--- src/rtl/ipif_reg_initiator_pkg.sv ---
// Shared definitions for the IPIF register initiator: state encoding,
// timeout response word and timeout counter width.
package nf10_ipif_pkg;

  typedef enum logic [1:0] {
    ST_IDLE   = 2'd0,
    ST_ACCESS = 2'd1,
    ST_GAP    = 2'd2,
    ST_RESP   = 2'd3
  } state_e;

  localparam logic [31:0] TIMEOUT_DATA = 32'hDEAD_BEEF;
  localparam int unsigned CNT_W        = 16;

endpackage

--- src/rtl/ipif_reg_initiator_if.sv ---
// Command/response handshake plus IPIF register-slave signals.
// master = the initiator, slave = the agent/register file around it.
interface ipif_reg_initiator_if #(
  parameter int unsigned DW = 32,
  parameter int unsigned AW = 32
);
  logic              cmd_valid;
  logic              cmd_ready;
  logic              cmd_rnw;
  logic [AW-1:0]     cmd_addr;
  logic [DW-1:0]     cmd_data;
  logic [DW/8-1:0]   cmd_be;

  logic              rsp_valid;
  logic              rsp_ready;
  logic [DW-1:0]     rsp_data;
  logic              rsp_error;

  logic              Bus2IP_CS;
  logic              Bus2IP_RNW;
  logic [AW-1:0]     Bus2IP_Addr;
  logic [DW-1:0]     Bus2IP_Data;
  logic [DW/8-1:0]   Bus2IP_BE;
  logic [DW-1:0]     IP2Bus_Data;
  logic              IP2Bus_RdAck;
  logic              IP2Bus_WrAck;
  logic              IP2Bus_Error;

  modport master (
    input  cmd_valid, cmd_rnw, cmd_addr, cmd_data, cmd_be, rsp_ready,
           IP2Bus_Data, IP2Bus_RdAck, IP2Bus_WrAck, IP2Bus_Error,
    output cmd_ready, rsp_valid, rsp_data, rsp_error,
           Bus2IP_CS, Bus2IP_RNW, Bus2IP_Addr, Bus2IP_Data, Bus2IP_BE
  );

  modport slave (
    output cmd_valid, cmd_rnw, cmd_addr, cmd_data, cmd_be, rsp_ready,
           IP2Bus_Data, IP2Bus_RdAck, IP2Bus_WrAck, IP2Bus_Error,
    input  cmd_ready, rsp_valid, rsp_data, rsp_error,
           Bus2IP_CS, Bus2IP_RNW, Bus2IP_Addr, Bus2IP_Data, Bus2IP_BE
  );
endinterface

--- src/rtl/ipif_reg_initiator.sv ---
// Single-outstanding register access initiator for an IPIF slave:
// command in, Bus2IP access with ack/timeout, one response out.
module ipif_reg_initiator
  import nf10_ipif_pkg::*;
#(
  parameter int unsigned C_S_AXI_DATA_WIDTH = 32,
  parameter int unsigned C_S_AXI_ADDR_WIDTH = 32,
  parameter int unsigned TIMEOUT_CYCLES     = 256
) (
  input  logic                 Bus2IP_Clk,
  input  logic                 Bus2IP_Resetn,
  ipif_reg_initiator_if.master bus
);

  localparam int unsigned DW = C_S_AXI_DATA_WIDTH;
  localparam int unsigned AW = C_S_AXI_ADDR_WIDTH;
  localparam int unsigned BW = DW / 8;
  // Counter holds completed no-ack cycles; the cycle that would make it
  // reach TIMEOUT_CYCLES is the last ACCESS cycle.
  localparam logic [CNT_W-1:0] CNT_LAST = CNT_W'(TIMEOUT_CYCLES - 1);

  state_e           state_q, state_d;
  logic             rst_done_q, rst_done_d;
  logic [CNT_W-1:0] cnt_q, cnt_d;
  logic             cs_q, cs_d;
  logic             rnw_q, rnw_d;
  logic [AW-1:0]    addr_q, addr_d;
  logic [DW-1:0]    wdata_q, wdata_d;
  logic [BW-1:0]    be_q, be_d;
  logic [DW-1:0]    rdata_q, rdata_d;
  logic             err_q, err_d;
  logic             ack_ok;
  logic             cmd_ready;

  always_comb begin
    state_d    = state_q;
    rst_done_d = 1'b1;
    cnt_d      = cnt_q;
    cs_d       = cs_q;
    rnw_d      = rnw_q;
    addr_d     = addr_q;
    wdata_d    = wdata_q;
    be_d       = be_q;
    rdata_d    = rdata_q;
    err_d      = err_q;
    ack_ok     = rnw_q ? bus.IP2Bus_RdAck : bus.IP2Bus_WrAck;
    cmd_ready  = (state_q == ST_IDLE) && rst_done_q;

    case (state_q)
      ST_IDLE: begin
        if (bus.cmd_valid && cmd_ready) begin
          rnw_d   = bus.cmd_rnw;
          addr_d  = bus.cmd_addr;
          wdata_d = bus.cmd_data;
          be_d    = bus.cmd_be;
          cs_d    = 1'b1;
          cnt_d   = '0;
          state_d = ST_ACCESS;
        end
      end
      ST_ACCESS: begin
        // An ack in the final cycle takes priority over the timeout.
        if (ack_ok) begin
          rdata_d = rnw_q ? bus.IP2Bus_Data : '0;
          err_d   = bus.IP2Bus_Error;
          cs_d    = 1'b0;
          state_d = ST_GAP;
        end else if (cnt_q == CNT_LAST) begin
          rdata_d = DW'(TIMEOUT_DATA);
          err_d   = 1'b1;
          cs_d    = 1'b0;
          state_d = ST_GAP;
        end else if (cnt_q != '1) begin
          cnt_d = cnt_q + 1'b1;
        end
      end
      ST_GAP:  state_d = ST_RESP;
      ST_RESP: if (bus.rsp_ready) state_d = ST_IDLE;
      default: state_d = ST_IDLE;
    endcase
  end

  always_ff @(posedge Bus2IP_Clk or negedge Bus2IP_Resetn) begin
    if (!Bus2IP_Resetn) begin
      state_q    <= ST_IDLE;
      rst_done_q <= 1'b0;
      cnt_q      <= '0;
      cs_q       <= 1'b0;
      rnw_q      <= 1'b1;
      addr_q     <= '0;
      wdata_q    <= '0;
      be_q       <= '0;
      rdata_q    <= '0;
      err_q      <= 1'b0;
    end else begin
      state_q    <= state_d;
      rst_done_q <= rst_done_d;
      cnt_q      <= cnt_d;
      cs_q       <= cs_d;
      rnw_q      <= rnw_d;
      addr_q     <= addr_d;
      wdata_q    <= wdata_d;
      be_q       <= be_d;
      rdata_q    <= rdata_d;
      err_q      <= err_d;
    end
  end

  assign bus.cmd_ready   = cmd_ready;
  assign bus.rsp_valid   = (state_q == ST_RESP);
  assign bus.rsp_data    = rdata_q;
  assign bus.rsp_error   = err_q;
  assign bus.Bus2IP_CS   = cs_q;
  assign bus.Bus2IP_RNW  = rnw_q;
  assign bus.Bus2IP_Addr = addr_q;
  assign bus.Bus2IP_Data = wdata_q;
  assign bus.Bus2IP_BE   = be_q;

endmodule

--- src/flat_wrapper.sv ---
// flat-port wrapper written by rule: the top's interface ports become plain ports
module ipif_reg_initiator_flat import nf10_ipif_pkg::*;
#(
  parameter int unsigned C_S_AXI_DATA_WIDTH = 32,
  parameter int unsigned C_S_AXI_ADDR_WIDTH = 32,
  parameter int unsigned TIMEOUT_CYCLES     = 256
)
  (Bus2IP_Clk, Bus2IP_Resetn, bus_cmd_valid, bus_cmd_rnw, bus_cmd_addr, bus_cmd_data, bus_cmd_be, bus_rsp_ready, bus_IP2Bus_Data, bus_IP2Bus_RdAck, bus_IP2Bus_WrAck, bus_IP2Bus_Error, bus_cmd_ready, bus_rsp_valid, bus_rsp_data, bus_rsp_error, bus_Bus2IP_CS, bus_Bus2IP_RNW, bus_Bus2IP_Addr, bus_Bus2IP_Data, bus_Bus2IP_BE);
  ipif_reg_initiator_if #(.DW((32)), .AW((32))) bus_i ();
  input  logic Bus2IP_Clk;
  input  logic Bus2IP_Resetn;
  input wire logic [$bits(bus_i.cmd_valid)-1:0] bus_cmd_valid;
  input wire logic [$bits(bus_i.cmd_rnw)-1:0] bus_cmd_rnw;
  input wire logic [$bits(bus_i.cmd_addr)-1:0] bus_cmd_addr;
  input wire logic [$bits(bus_i.cmd_data)-1:0] bus_cmd_data;
  input wire logic [$bits(bus_i.cmd_be)-1:0] bus_cmd_be;
  input wire logic [$bits(bus_i.rsp_ready)-1:0] bus_rsp_ready;
  input wire logic [$bits(bus_i.IP2Bus_Data)-1:0] bus_IP2Bus_Data;
  input wire logic [$bits(bus_i.IP2Bus_RdAck)-1:0] bus_IP2Bus_RdAck;
  input wire logic [$bits(bus_i.IP2Bus_WrAck)-1:0] bus_IP2Bus_WrAck;
  input wire logic [$bits(bus_i.IP2Bus_Error)-1:0] bus_IP2Bus_Error;
  output wire logic [$bits(bus_i.cmd_ready)-1:0] bus_cmd_ready;
  output wire logic [$bits(bus_i.rsp_valid)-1:0] bus_rsp_valid;
  output wire logic [$bits(bus_i.rsp_data)-1:0] bus_rsp_data;
  output wire logic [$bits(bus_i.rsp_error)-1:0] bus_rsp_error;
  output wire logic [$bits(bus_i.Bus2IP_CS)-1:0] bus_Bus2IP_CS;
  output wire logic [$bits(bus_i.Bus2IP_RNW)-1:0] bus_Bus2IP_RNW;
  output wire logic [$bits(bus_i.Bus2IP_Addr)-1:0] bus_Bus2IP_Addr;
  output wire logic [$bits(bus_i.Bus2IP_Data)-1:0] bus_Bus2IP_Data;
  output wire logic [$bits(bus_i.Bus2IP_BE)-1:0] bus_Bus2IP_BE;
  assign bus_i.cmd_valid = bus_cmd_valid;
  assign bus_i.cmd_rnw = bus_cmd_rnw;
  assign bus_i.cmd_addr = bus_cmd_addr;
  assign bus_i.cmd_data = bus_cmd_data;
  assign bus_i.cmd_be = bus_cmd_be;
  assign bus_i.rsp_ready = bus_rsp_ready;
  assign bus_i.IP2Bus_Data = bus_IP2Bus_Data;
  assign bus_i.IP2Bus_RdAck = bus_IP2Bus_RdAck;
  assign bus_i.IP2Bus_WrAck = bus_IP2Bus_WrAck;
  assign bus_i.IP2Bus_Error = bus_IP2Bus_Error;
  assign bus_cmd_ready = bus_i.cmd_ready;
  assign bus_rsp_valid = bus_i.rsp_valid;
  assign bus_rsp_data = bus_i.rsp_data;
  assign bus_rsp_error = bus_i.rsp_error;
  assign bus_Bus2IP_CS = bus_i.Bus2IP_CS;
  assign bus_Bus2IP_RNW = bus_i.Bus2IP_RNW;
  assign bus_Bus2IP_Addr = bus_i.Bus2IP_Addr;
  assign bus_Bus2IP_Data = bus_i.Bus2IP_Data;
  assign bus_Bus2IP_BE = bus_i.Bus2IP_BE;
  ipif_reg_initiator #(.C_S_AXI_DATA_WIDTH(C_S_AXI_DATA_WIDTH), .C_S_AXI_ADDR_WIDTH(C_S_AXI_ADDR_WIDTH), .TIMEOUT_CYCLES(TIMEOUT_CYCLES)) u_core (.Bus2IP_Clk(Bus2IP_Clk), .Bus2IP_Resetn(Bus2IP_Resetn), .bus(bus_i));
endmodule
--- config.mk ---
export PLATFORM = sky130hd
export DESIGN_NAME = ipif_reg_initiator_flat
export DESIGN_NICKNAME = d
export VERILOG_FILES = /design/src/rtl/ipif_reg_initiator_pkg.sv /design/src/rtl/ipif_reg_initiator_if.sv /design/src/rtl/ipif_reg_initiator.sv /design/src/flat_wrapper.sv
export SDC_FILE = /design/constraint.sdc
export NUM_CORES = 1
export LEC_CHECK = 0
export ABC_AREA = 0
export CORE_UTILIZATION = 47
export CTS_CLUSTER_DIAMETER = 100
export DETAILED_ROUTE_END_ITERATION = 12
export PLACE_DENSITY = 0.85
export SLEW_MARGIN = 20
export SYNTH_ARGS = -nofsm -noshare
export SYNTH_HDL_FRONTEND = slang
export SYNTH_SLANG_ARGS = --single-unit
--- constraint.sdc ---
create_clock -name Bus2IP_Clk -period 6.64 [get_ports Bus2IP_Clk]
set_clock_uncertainty 0.1 [all_clocks]
set_input_delay 1.992 -clock Bus2IP_Clk [delete_from_list [all_inputs] [get_ports Bus2IP_Clk]]
set_output_delay 1.992 -clock Bus2IP_Clk [all_outputs]
set_load 0.01 [all_outputs]
==> run_results.csv <==
group,metric,value,unit
floorplanning,floorplan.die.height,108,µm
synthesis,syn_area,5300,µm²
synthesis,syn-instance-count,594,
timing,setup_ws,2.57,ns
power_and_ir_drop,worst_ir_drop_vdd,0.254,mV
floorplanning,start_util,0.485,
layout,layout-drive-gt1-share,0.0656,
clock_tree,cts_made_buffers,17,
layout,mostFrequentLayoutCells,"nand2_1, clkdlybuf4s50_1, dfrtp_1",
timing,rsz0062_at_grt,"no",
timing,maxSlewHeadroom,0.473,
placement,dp_worst_setup_slack,2.40,ns
clock_tree,number_of_clock_sinks,122,
grt,global_route.usage.total,0.266,
routing,detail_route.drc_violations,0,
routing,highest_layer,"met4",
grt,grt_first_pass_wirelength,24200,µm
timing,setup-tns-final,0,ns
power_and_ir_drop,combinational_power_share,0.405,
power_and_ir_drop,power.clock.fraction,0.244,
synthesis,postSynthAreaPerCell,8.93,µm²
timing,final_min_period_over_clock_period,0.613,
routing,total_wire_length,14900,µm
layout,layout.cells.most_common,"nand2_1",
worst_setup_path,setup_crit_start_kind,"flip-flop",
grt,maximum_number_of_pins_on_one_net_before_global_route_repair,67,
synthesis,syn-num-nets,707,
synthesis,synth-async-reset-ratio,1.00,
run,maxCapViolCount,0,
layout,num-fill-cells,763,
synthesis,synth-seq-cells,122,
synthesis,synth-edff-count,0,
grt,number_of_global_route_vias_before_repair,5171,
routing,drt_pre_antenna_iters,5,
layout,utilization,0.740,
timing,timing_hold_violations_final,0,
clock_tree,clk_root_buffer_cell,"clkbuf_16",
synthesis,synth_ff_type,"dfrtp_1",
clock_tree,clk_pin_slew,0.06,ns
synthesis,yosys_warnings,0,
placement,number_of_buffers_added_on_ports,212,
timing,fmax,246,MHz
clock_tree,clock_tree.htree_level_count,4,
routing,first_iter_violations,271,
routing,wl_met3,1430,µm
floorplanning,fp.coreArea,10900,µm²
power_and_ir_drop,power.net_switching,0.00127,W
placement,placed_cell_area,7490,µm²
routing,ant_nets,0,
routing,met2_length,7410,µm
clock_tree,source_to_sink_clock_delay_at_the_later_pin_of_the_worst_skew_pair,0.40,ns
worst_setup_path,worst_ep_required_time,4.55,ns
floorplanning,die-area,11700,µm²
clock_tree,cts_repair_resize_count,0,
power_and_ir_drop,power.density,446,nW/µm²
clock_tree,cts_setup_buffers,0,
layout,num-nets-final,908,
timing,hold_slack,0.369,ns
placement,globalplace.congestion,0.864,
floorplanning,row_count,38,
layout,areaGrowthSynthToFinish,52.6,%
routing,avgViaCountPerCell,5.20,
placement,dp.final_hpwl,10200,µm
timing,worst_slew_pin_slew,0.790,ns
clock_tree,cts_hold_buffers,0,
floorplanning,die_width,108,µm
power_and_ir_drop,total_leakage_power,3.75,nW
worst_setup_path,cp_max_fo,7,
clock_tree,tritoncts,"done",
power_and_ir_drop,share_seq_of_total_power,0.351,
grt,gr-total-overflow,0,
routing,wl_met1,5820,µm
clock_tree,max-clock-path-buffers,2,
timing,setup_viol_count_final,0,
timing,fin_crit,4.07,ns
status,run_status,"finished, final reports clean",
synthesis,ys_types,53,
power_and_ir_drop,power.share.switching,0.350,
grt,initial_antenna_violation_count,0,
min_path,hold_path_class,"reg -> reg",
layout,stdcell_area,8090,µm²
worst_setup_path,timing.critical_path.to_type,"primary output",
routing,drt-wirelength-per-cell,15.8,µm
worst_setup_path,worstPathArrival,1.98,ns
floorplanning,boundary_pins,213,
power_and_ir_drop,p_int,0.00235,W
routing,dr_total_vias,4933,
synthesis,synth.yosys.seq_area_share,0.576,
layout,antenna_cells,0,
worst_setup_path,criticalPathCategory,"reg -> out",
timing,drv_slew,0,
==> sequential cells by signal, indices dropped and copies added (netlist names), 2 cells and up <==
| register | cells |
|---|---|
| u_core.bus.Bus2IP_BE | 4 |
| u_core.bus.Bus2IP_Addr | 32 |
| u_core.state_q | 2 |
| u_core.bus.rsp_data | 32 |
| u_core.cnt_q | 16 |
| u_core.bus.Bus2IP_Data | 32 |
==> cell type report <==
type / count / area, µm² / area share
clock inverters: 13 / 120 / 0.0148
repair buffers: 217 / 2180 / 0.269
flip-flops and latches: 122 / 3050 / 0.377
inverters: 8 / 30.0 / 0.00371
multi-input cells: 429 / 2080 / 0.257
well taps: 140 / 175 / 0.0216
clock buffers: 19 / 453 / 0.0560
==> worst max-delay path, cell delays in order (launching register included) <==
cell and delay (ns):
dfrtp_1 0.40, inv_1 0.13, ha_1 0.34, and2_1 0.18, clkdlybuf4s50_1 0.54
==> path summary, 6_finish.rpt <==
kind,cells past startpoint,slack [ns],endpoint,from
worst max-delay path,4,2.57,bus_cmd_ready,u_core.state_q[0]
worst min-delay path,2,0.37,u_core.bus.rsp_data[17],u_core.bus.rsp_data[17]
worst max register to register,8,3.94,u_core.cnt_q[10],u_core.state_q[1]
worst min register to register,2,0.37,u_core.bus.rsp_data[17],u_core.bus.rsp_data[17]
max in group asynchronous,2,3.60,u_core.bus.rsp_data[25],Bus2IP_Resetn
min in group asynchronous,1,1.56,u_core.bus.Bus2IP_Data[6],Bus2IP_Resetn
==> power groups by stage <==
stage          clock network [W]  logic, W  registers (W)
4_1_cts                 0.000891   0.00146        0.00127
5_1_grt                 0.000926   0.00160        0.00131
3_3_place_gp                   0   0.00141        0.00125
2_1_floorplan                  0  0.000518        0.00138
6_report                0.000881   0.00146        0.00127
3_5_place_dp                   0   0.00145        0.00127
==> through the flow <==
stage / instances / power, W
3_3_place_gp: 915 / 0.00266
5_1_grt: 948 / 0.00384
6_report: 948 / 0.00361
2_1_floorplan: 594 / 0.00189
4_1_cts: 947 / 0.00362
3_5_place_dp: 915 / 0.00272
==> per-layer routing <==
layer	vias to the layer above	GRT usage
li1	2360	-
met1	2343	0.308
met2	202	0.441
met3	28	0.0958
met4	0	0.118
met5	-	0
==> cells by family after synthesis <==
| group | after synthesis | share of synthesized area |
|---|---|---|
| AOI/OAI and AO/OA | 86 | 0.102 |
| adders and majority gates | 5 | 0.0118 |
| and+or+nand+nor | 334 | 0.268 |
| muxes | 3 | 0.00684 |
| DFF | 122 | 0.576 |
| buffers and inverters | 43 | 0.0347 |
| other | 1 | 0.000707 |
==> Yosys cell counts, types with 2 or more instances <==
| cell | instances | share of area |
|---|---|---|
| o21ai_0 | 25 | 0.024 |
| nor2_1 | 4 | 0.0028 |
| a21oi_1 | 4 | 0.0038 |
| o41ai_1 | 3 | 0.0050 |
| and2_1 | 5 | 0.0059 |
| buf_2 | 6 | 0.0057 |
| or2_1 | 2 | 0.0024 |
| inv_1 | 7 | 0.0050 |
| nor3_1 | 3 | 0.0028 |
| buf_6 | 2 | 0.0042 |
| ha_1 | 5 | 0.012 |
| a22oi_1 | 2 | 0.0028 |
| o21ai_1 | 29 | 0.027 |
| nor4_2 | 3 | 0.0071 |
| nand4_1 | 3 | 0.0035 |
| dfrtp_1 | 121 | 0.57 |
| clkbuf_1 | 26 | 0.018 |
| nand3_1 | 22 | 0.021 |
| and3_1 | 2 | 0.0024 |
| a2bb2oi_1 | 6 | 0.0099 |
| nand2_1 | 274 | 0.19 |
| nand2b_1 | 2 | 0.0024 |
| o31ai_1 | 5 | 0.0071 |
| and4_1 | 4 | 0.0066 |
Power figures use the tool's default switching activity.
